### src/rtl/vend_pkg.sv
// Shared vending definitions: coin codes used by the FSM and the change
// dispenser, plus the dispenser state encoding.
package vend_pkg;

  localparam logic [1:0] COIN_NONE = 2'b00;
  localparam logic [1:0] COIN_LO   = 2'b01;
  localparam logic [1:0] COIN_MID  = 2'b10;
  localparam logic [1:0] COIN_HI   = 2'b11;

  typedef enum logic [2:0] {
    ST_IDLE   = 3'd0,
    ST_SELECT = 3'd1,
    ST_ISSUE  = 3'd2,
    ST_DONE   = 3'd3,
    ST_SHORT  = 3'd4
  } disp_state_t;

endpackage

### src/rtl/change_coin_select.sv
// Greedy coin picker: highest denomination that fits the remaining value and
// is still in stock. Purely combinational.
module change_coin_select
  import vend_pkg::*;
#(
  parameter int AMT_W   = 8,
  parameter int STOCK_W = 6,
  parameter int VAL_LO  = 5,
  parameter int VAL_MID = 10,
  parameter int VAL_HI  = 25
) (
  input  logic [AMT_W-1:0]   remaining,
  input  logic [STOCK_W-1:0] stock_lo,
  input  logic [STOCK_W-1:0] stock_mid,
  input  logic [STOCK_W-1:0] stock_hi,
  output logic [1:0]         code,
  output logic               none_available
);

  localparam logic [AMT_W-1:0]   VAL_LO_A   = AMT_W'(VAL_LO);
  localparam logic [AMT_W-1:0]   VAL_MID_A  = AMT_W'(VAL_MID);
  localparam logic [AMT_W-1:0]   VAL_HI_A   = AMT_W'(VAL_HI);
  localparam logic [STOCK_W-1:0] STOCK_ZERO = {STOCK_W{1'b0}};

  // Priority pick, largest coin first.
  always_comb begin
    code           = COIN_NONE;
    none_available = 1'b1;
    if ((stock_hi != STOCK_ZERO) && (VAL_HI_A <= remaining)) begin
      code           = COIN_HI;
      none_available = 1'b0;
    end else if ((stock_mid != STOCK_ZERO) && (VAL_MID_A <= remaining)) begin
      code           = COIN_MID;
      none_available = 1'b0;
    end else if ((stock_lo != STOCK_ZERO) && (VAL_LO_A <= remaining)) begin
      code           = COIN_LO;
      none_available = 1'b0;
    end else begin
      code           = COIN_NONE;
      none_available = 1'b1;
    end
  end

endmodule

### src/rtl/change_dispenser.sv
// Change/refund payout engine: pays an amount greedily from per-denomination
// stock, one coin per valid/ready handshake with the hopper.
module change_dispenser
  import vend_pkg::*;
#(
  parameter int AMT_W      = 8,
  parameter int STOCK_W    = 6,
  parameter int VAL_LO     = 5,
  parameter int VAL_MID    = 10,
  parameter int VAL_HI     = 25,
  parameter int INIT_STOCK = 20
) (
  input  logic               clk,
  input  logic               reset,
  input  logic               start,
  input  logic               refund_mode,
  input  logic [AMT_W-1:0]   amount,
  input  logic               restock,
  input  logic               coin_ready,
  output logic               coin_valid,
  output logic [1:0]         coin_code,
  output logic               busy,
  output logic               done,
  output logic               short,
  output logic [AMT_W-1:0]   shortfall,
  output logic               refund_flag,
  output logic [STOCK_W-1:0] stock_lo,
  output logic [STOCK_W-1:0] stock_mid,
  output logic [STOCK_W-1:0] stock_hi
);

  localparam logic [AMT_W-1:0]   VAL_LO_A   = AMT_W'(VAL_LO);
  localparam logic [AMT_W-1:0]   VAL_MID_A  = AMT_W'(VAL_MID);
  localparam logic [AMT_W-1:0]   VAL_HI_A   = AMT_W'(VAL_HI);
  localparam logic [AMT_W-1:0]   AMT_ZERO   = {AMT_W{1'b0}};
  localparam logic [STOCK_W-1:0] STOCK_INIT = STOCK_W'(INIT_STOCK);
  localparam logic [STOCK_W-1:0] STOCK_ONE  = STOCK_W'(1);

  disp_state_t        state_r, state_s;
  logic [AMT_W-1:0]   remaining_r, remaining_s;
  logic [1:0]         code_r, code_s;
  logic               refund_r, refund_s;
  logic [STOCK_W-1:0] stock_lo_r, stock_lo_s;
  logic [STOCK_W-1:0] stock_mid_r, stock_mid_s;
  logic [STOCK_W-1:0] stock_hi_r, stock_hi_s;
  logic               coin_valid_r, busy_r, done_r, short_r;
  logic [1:0]         coin_code_r;
  logic [AMT_W-1:0]   shortfall_r;
  logic [1:0]         sel_code_s;
  logic               sel_none_s;

  change_coin_select #(
    .AMT_W  (AMT_W),
    .STOCK_W(STOCK_W),
    .VAL_LO (VAL_LO),
    .VAL_MID(VAL_MID),
    .VAL_HI (VAL_HI)
  ) u_select (
    .remaining     (remaining_r),
    .stock_lo      (stock_lo_r),
    .stock_mid     (stock_mid_r),
    .stock_hi      (stock_hi_r),
    .code          (sel_code_s),
    .none_available(sel_none_s)
  );

  // Next-state, datapath and stock update logic.
  always_comb begin
    state_s     = state_r;
    remaining_s = remaining_r;
    code_s      = code_r;
    refund_s    = refund_r;
    stock_lo_s  = stock_lo_r;
    stock_mid_s = stock_mid_r;
    stock_hi_s  = stock_hi_r;
    case (state_r)
      ST_IDLE: begin
        if (restock) begin
          stock_lo_s  = STOCK_INIT;
          stock_mid_s = STOCK_INIT;
          stock_hi_s  = STOCK_INIT;
        end else begin
          stock_lo_s  = stock_lo_r;
        end
        if (start) begin
          remaining_s = amount;
          refund_s    = refund_mode;
          state_s     = ST_SELECT;
        end else begin
          state_s     = ST_IDLE;
        end
      end
      ST_SELECT: begin
        if (remaining_r == AMT_ZERO) begin
          state_s = ST_DONE;
        end else if (sel_none_s) begin
          state_s = ST_SHORT;
        end else begin
          code_s  = sel_code_s;
          state_s = ST_ISSUE;
        end
      end
      ST_ISSUE: begin
        // The picker guaranteed value <= remaining and stock > 0 for code_r.
        if (coin_valid_r && coin_ready) begin
          state_s = ST_SELECT;
          case (code_r)
            COIN_HI: begin
              remaining_s = remaining_r - VAL_HI_A;
              stock_hi_s  = stock_hi_r - STOCK_ONE;
            end
            COIN_MID: begin
              remaining_s = remaining_r - VAL_MID_A;
              stock_mid_s = stock_mid_r - STOCK_ONE;
            end
            COIN_LO: begin
              remaining_s = remaining_r - VAL_LO_A;
              stock_lo_s  = stock_lo_r - STOCK_ONE;
            end
            default: begin
              remaining_s = remaining_r;
            end
          endcase
        end else begin
          state_s = ST_ISSUE;
        end
      end
      ST_DONE:  state_s = ST_IDLE;
      ST_SHORT: state_s = ST_IDLE;
      default:  state_s = ST_IDLE;
    endcase
  end

  // State, datapath and registered outputs.
  always_ff @(posedge clk or posedge reset) begin
    if (reset) begin
      state_r      <= ST_IDLE;
      remaining_r  <= AMT_ZERO;
      code_r       <= COIN_NONE;
      refund_r     <= 1'b0;
      stock_lo_r   <= STOCK_INIT;
      stock_mid_r  <= STOCK_INIT;
      stock_hi_r   <= STOCK_INIT;
      coin_valid_r <= 1'b0;
      coin_code_r  <= COIN_NONE;
      busy_r       <= 1'b0;
      done_r       <= 1'b0;
      short_r      <= 1'b0;
      shortfall_r  <= AMT_ZERO;
    end else begin
      state_r      <= state_s;
      remaining_r  <= remaining_s;
      code_r       <= code_s;
      refund_r     <= refund_s;
      stock_lo_r   <= stock_lo_s;
      stock_mid_r  <= stock_mid_s;
      stock_hi_r   <= stock_hi_s;
      coin_valid_r <= (state_s == ST_ISSUE);
      coin_code_r  <= (state_s == ST_ISSUE) ? code_s : COIN_NONE;
      busy_r       <= (state_s != ST_IDLE);
      done_r       <= (state_s == ST_DONE);
      short_r      <= (state_s == ST_SHORT);
      shortfall_r  <= (state_s == ST_SHORT) ? remaining_s : AMT_ZERO;
    end
  end

  assign coin_valid  = coin_valid_r;
  assign coin_code   = coin_code_r;
  assign busy        = busy_r;
  assign done        = done_r;
  assign short       = short_r;
  assign shortfall   = shortfall_r;
  assign refund_flag = refund_r;
  assign stock_lo    = stock_lo_r;
  assign stock_mid   = stock_mid_r;
  assign stock_hi    = stock_hi_r;

endmodule

### config.mk
export PLATFORM = sky130hd
export DESIGN_NAME = change_dispenser
export DESIGN_NICKNAME = d
export VERILOG_FILES = /design/src/rtl/vend_pkg.sv /design/src/rtl/change_coin_select.sv /design/src/rtl/change_dispenser.sv
export SDC_FILE = /design/constraint.sdc
export NUM_CORES = 1
export LEC_CHECK = 0
export ABC_CLOCK_PERIOD_IN_PS = 2600
export CORE_MARGIN = 2
export CORE_UTILIZATION = 30
export DETAILED_ROUTE_END_ITERATION = 8
export GPL_TIMING_DRIVEN = 0
export SKIP_CTS_REPAIR_TIMING = 1
export SLEW_MARGIN = 20
export SYNTH_ARGS = -nofsm -noshare
export SYNTH_HDL_FRONTEND = slang
export SYNTH_HIERARCHICAL = 1
export SYNTH_SLANG_ARGS = --single-unit
### constraint.sdc
create_clock -name clk -period 2.6 [get_ports clk]
set_input_delay 0.26 -clock clk [delete_from_list [all_inputs] [get_ports clk]]
set_output_delay 0.26 -clock clk [all_outputs]
set_load 0.01 [all_outputs]
Word level (Yosys, flattened, before mapping)

Cells that the tools add are included.

Register bits after elaboration: 46
Bits of input ports: 14
Word-level logic and storage cells: 80
Output and inout port bits: 33

Muxes and demuxes: 30
Equality and inequality tests: 13
Reductions and logical operators: 15
$lt $le $gt $ge: 3
Add/subtract/negate cells: 6

Operators with widths:

| cell                | number |
|---|---|
| $mux 6              | 7 |
| $pmux 6 s2          | 3 |
| $mux 8              | 3 |
| $pmux 8 s3          | 1 |
| $reduce_bool 6->1   | 3 |
| $sub 6x1->6 const B | 3 |
| $pmux 8 s2          | 1 |
| $mux 2              | 7 |
| $reduce_and 4->1    | 3 |
| $eq 3x2->1 const B  | 3 |
| $pmux 3 s3          | 1 |
| $le 3x8->1 const A  | 1 |
| $le 4x8->1 const A  | 1 |
| $le 5x8->1 const A  | 1 |
| $logic_not 8->1     | 1 |
| $sub 8x3->8 const B | 1 |
| $sub 8x4->8 const B | 1 |
| $sub 8x5->8 const B | 1 |
| $mux 3              | 2 |
| $ne 2x1->1 const B  | 3 |
| $mux 1              | 5 |
| $eq 2x2->1 const B  | 2 |
| $logic_and 1x1->1   | 4 |
| $ne 2x2->1 const B  | 2 |
| 7 further kinds     | 7 |

Longest topological paths before layout

Word-level depth: 10
Mapped depth: 9
Depth with buffers taken out: 8

Cells and area by module

The synthesis kept the hierarchy.

By module, submodules not included:

| module             | instances | cells an instance | area an instance (sq um) | sequential area each (sq um) |
|---|---|---|---|---|
| change_dispenser   | 1         | 286               | 2,663.8                  | 1,158.6 |
| change_coin_select | 1         | 18                | 140.1                    | 0.0 |

Least setup slack after synthesis

No wires, ideal clock.

Kind: register to register
Start: register code_r[1]
End: register shortfall_r[6], in the netlist shortfall[6]
Buffers on the path: 1
Period minus slack after synthesis: 2.195 ns
Stages on the path, launching flop included: 10
Setup slack: 0.405 ns
Data required time: 2.465 ns
Data arrival time: 2.059 ns
Setup time: 0.135 ns
Cell sequence: dfrtp_1 > buf_2 > nor2b_2 > inv_1 > ha_1 > nor2b_1 > o31ai_1 > a221oi_1 > o41ai_1 > a21oi_1

Longest elaborated chain between the ends: 5
Elaborated cells between the ends (all ways): 7
Those cells by class: 3 x eq/ne; 4 x mux

RTL lines:

| what                                     | RTL line                | RTL |
|---|---|---|
| start: declaration                       | change_dispenser.sv:41  | `logic [1:0] code_r, code_s;` |
| start signal: assignment                 | change_dispenser.sv:153 | `code_r <= code_s;` |
| $eq 2x1->1 or $eq 2x2->1 (tied branches) | change_dispenser.sv:107 | `case (code_r)` |
| $pmux 8 s3 *                             | change_dispenser.sv:107 |  |
| $mux 8 *                                 | change_dispenser.sv:105 | `if (coin_valid_r && coin_ready) begin` |
| $pmux 8 s2 *                             | change_dispenser.sv:76  | `case (state_r)` |
| $mux 8 *                                 | change_dispenser.sv:163 | `shortfall_r <= (state_s == ST_SHORT) ? remaining_s : AMT_ZERO;` |
| end signal: assignment                   | change_dispenser.sv:163 |  |
| end: declaration                         | change_dispenser.sv:48  | `logic [AMT_W-1:0] shortfall_r;` |

Mark *: on every way between the ends. The rest lies on a longest branch, timed or not.
A chain may end at the register's enable or synchronous reset.

Final worst setup path

Start: register code_r[1]
End: register shortfall_r[4], in the netlist shortfall[4]

Same word-level chain as after synthesis.

==> impl_metrics.toml <==
[grt]
gr-total-overflow = 0
antenna_violations_before_repair = 0
grt_first_pass_wirelength_um = 13100
total_global_routing_track_utilization = 0.161
pin_count_of_the_biggest_net_entering_global_routing = 26
vias_in_the_first_global_route = 2494

[yosys]
syn_area_um2 = 2800
synth-seq-cells = 46
synth_largest_type_area_fraction = 0.357
synth_top_cells_by_count = "40 x sky130_fd_sc_hd__dfrtp_1, 28 x sky130_fd_sc_hd__nor2_1, 20 x sky130_fd_sc_hd__nand2_1, 16 x sky130_fd_sc_hd__o21ai_0, 15 x sky130_fd_sc_hd__inv_1"
synth.distinct_cells = 66
synth-seq-area-share = 0.413
synthesis.area_per_instance_um2 = 9.22
synth_flop_type = "sky130_fd_sc_hd__dfrtp_1"
synth_top_area_cell = "sky130_fd_sc_hd__dfrtp_1"
syn-instance-count = 304
synth_enable_flop_cells = 0
ys_top_cells_by_area = "sky130_fd_sc_hd__dfrtp_1 36%, sky130_fd_sc_hd__dfstp_2 5.6%, sky130_fd_sc_hd__xor2_1 4.1%"
ys_async_sr_fraction = 1.00
postSynthNetCount = 324
yosysWarningCount = 6
synth_most_common_cell = "sky130_fd_sc_hd__dfrtp_1"

[power_and_ir_drop]
power.internal_w = 0.00227
p_clk_frac = 0.133
combinationalPowerShare = 0.555
sw_power_w = 0.00192
pwr-share-seq = 0.313
power-per-cell-area_nw_per_um2 = 1180
vdd.ir_drop.worst_mv = 0.352
lkg_pwr_nw = 1.49
swShare = 0.459

[layout]
layout.filler_cells = 898
final_area_um2 = 3550
area_delta_synth_final_pct = 26.6
num-nets-final = 378
drive_gt1_frac = 0.131
num_antenna_cells = 0

[timing]
rsz0062_at_grt = "false"
worst_slew_slack_as_a_fraction_of_its_limit = 0.303
tightest_slew_ps = 1040
postLayoutSetupSlackWorst_ps = 181
finClkSkew_ps = 13.4
setup_viol = 0
final-max-slew-violation-count = 0
max_clock_freq_mhz = 413
timing.final.crit_share = 0.930
final_hold_viol_count = 0
post-route-min-period_ps = 2420
setup_total_negative_slack_ps = 0

[clock_network]
numCtsBuffers = 5
later_pin_clock_latency_in_the_skew_report_ps = 310
cts_tree = "done"
cts_root_buffer = "sky130_fd_sc_hd__clkbuf_8"
h_tree_levels = 2
clk_transition_reported_paths_ps = 100
max_root_sink_buffers = 2
clock_sink_count = 46

[worst_setup_path]
worstPathBufferInverterCount = 2
critical_path.reg2reg.endpoint = "shortfall[4]"
worst-path-max-fanout = 8
critical_path_class = "flop to flop"
critPathArrivalTime_ps = 2630
reg2regPathDepth = 9
r2r_setup_slack_ps = 180
cp-end-kind = "flop"
timing.critical_path.cells = "buf_2 > nor2b_4 > inv_1 > ha_1 > nor2b_2 > or2_2 > o31ai_1 > o311ai_1 > a31oi_1"
critical-path-slowest-cell = "sky130_fd_sc_hd__dfrtp_1"
critPathLaunch = "code_r[1]"
critical_path.reg2reg.startpoint = "code_r[1]"
critical_path_required_ps = 2810
worst_setup_path_start_kind = "flop"
cp.depth = 9
critPathTopFamily = "simple AND/OR/NAND/NOR gates"
critical-path-max-stage-delay_ps = 360
crit_end = "shortfall[4]"

[floorplan]
design.core.area_um2 = 9150
fp.dieW_um = 101
placement_rows = 35
initial_core_util = 0.306
ioPinCount = 47
design.die.area_um2 = 10100
die_height_um = 101

[placement]
port-buffer-count = 46
routability_congestion = 0.944
pre_cts_slack_ps = 69.0
post_dp_cell_area_um2 = 3420
post-dp-hpwl_um = 5820

[routing]
antenna_violating_nets_post_route = 0
postRouteWirelength_um = 7780
routed-via-count = 2533
avgRoutedWirePerCell_um = 16.5
drtIter0Drc = 144
drt_pass1_iterations = 6
routed_via_density = 5.39
post-route-drc-count = 0

[flow_run]
max_cap_violations = 0

[outcome]
outcome = "completed"

[worst_hold_path]
holdCritPathClass = "primary input to asynchronous set/reset pin"
==> routing by layer <==
metal / track usage / vias up / part of all wire
met5: 0 / - / 0
met2: 0.264 / 79 / 0.48
met3: 0.0187 / 9 / 0.037
met1: 0.226 / 1217 / 0.47
met4: 0.0443 / 0 / 0.014
li1: - / 1228 / -
==> worst min path at each step <==
| stage | to |
|---|---|
| after floorplan | refund_flag |
| after global placement | refund_flag |
| after detailed placement | refund_flag |
| after CTS | stock_hi[5] |
| after global routing | stock_hi[5] |
| final | stock_hi[5] |
==> flip-flops by register name, indices dropped and copies added, names as in the netlist <==
signal	cells
shortfall	8
coin_valid	1
state_r	3
stock_lo	6
done	1
busy	1
coin_code	2
remaining_r	8
code_r	2
stock_mid	6
short	1
stock_hi	6
refund_flag	1
==> layout by cell type, fill, tap and decap left out, drive strengths merged, types with 3 or more instances in the layout <==
cell / instances
and3: 3
nor2b: 4
dfstp: 6
a21oi: 10
a22oi: 8
inv: 16
clkdlybuf4s50: 46
a21o: 3
a211oi: 5
o21ai: 20
xor2: 13
nor4: 6
o22ai: 3
o31ai: 7
and4b: 3
dfrtp: 40
nor2: 28
nand2b: 4
and2: 6
nand4: 5
buf: 14
nand3: 16
ha: 6
nand2: 20
clkbuf: 7
a31oi: 4
nor3: 11
mux2: 3
==> worst reg2reg max path, stage by stage (launching register included) <==
cell                       delay (ps)
sky130_fd_sc_hd__dfrtp_1          360
sky130_fd_sc_hd__buf_2            180
sky130_fd_sc_hd__nor2b_4          190
sky130_fd_sc_hd__inv_1            120
sky130_fd_sc_hd__ha_1             350
sky130_fd_sc_hd__nor2b_2          200
sky130_fd_sc_hd__or2_2            290
sky130_fd_sc_hd__o31ai_1          240
sky130_fd_sc_hd__o311ai_1         180
sky130_fd_sc_hd__a31oi_1          240
==> per-stage QoR <==
step,power (W),cells,hold slack (ps),utilization
2_1_floorplan,0.00282,304,412,-
3_3_place_gp,0.00359,461,492,0.372
3_5_place_dp,0.00360,462,503,0.374
4_1_cts,0.00417,470,303,0.386
5_1_grt,0.00455,470,337,0.388
6_report,0.00419,470,280,0.388
==> logic make-up after synthesis <==
group,synth area share
flip-flops,0.413
buffers and inverters,0.0504
multiplexers,0.0192
AND/OR/NAND/NOR,0.240
adder cells (fa/ha/maj),0.0268
AO/OA/AOI/OAI,0.204
XOR/XNOR,0.0469
==> power groups by stage <==
stage | clock, W | combinational [W] | sequential [W]
6_report | 0.000556 | 0.00233 | 0.00131
3_3_place_gp | 0 | 0.00228 | 0.00132
2_1_floorplan | 0 | 0.00153 | 0.00129
3_5_place_dp | 0 | 0.00229 | 0.00131
4_1_cts | 0.000567 | 0.00230 | 0.00130
5_1_grt | 0.000598 | 0.00259 | 0.00136
==> area by class of cell <==
cell class / count / area, um2 / share of cell area
flip-flops and latches: 46 / 1160 / 0.326
clock buffers: 5 / 68.8 / 0.0194
plain buffers: 15 / 81.3 / 0.0229
well taps: 111 / 139 / 0.0391
inverters: 16 / 60.1 / 0.0169
clock inverters: 3 / 43.8 / 0.0123
multi-input cells: 227 / 1520 / 0.428
repair buffers: 47 / 480 / 0.135
Note: power is estimated with default switching activity, not from simulation.
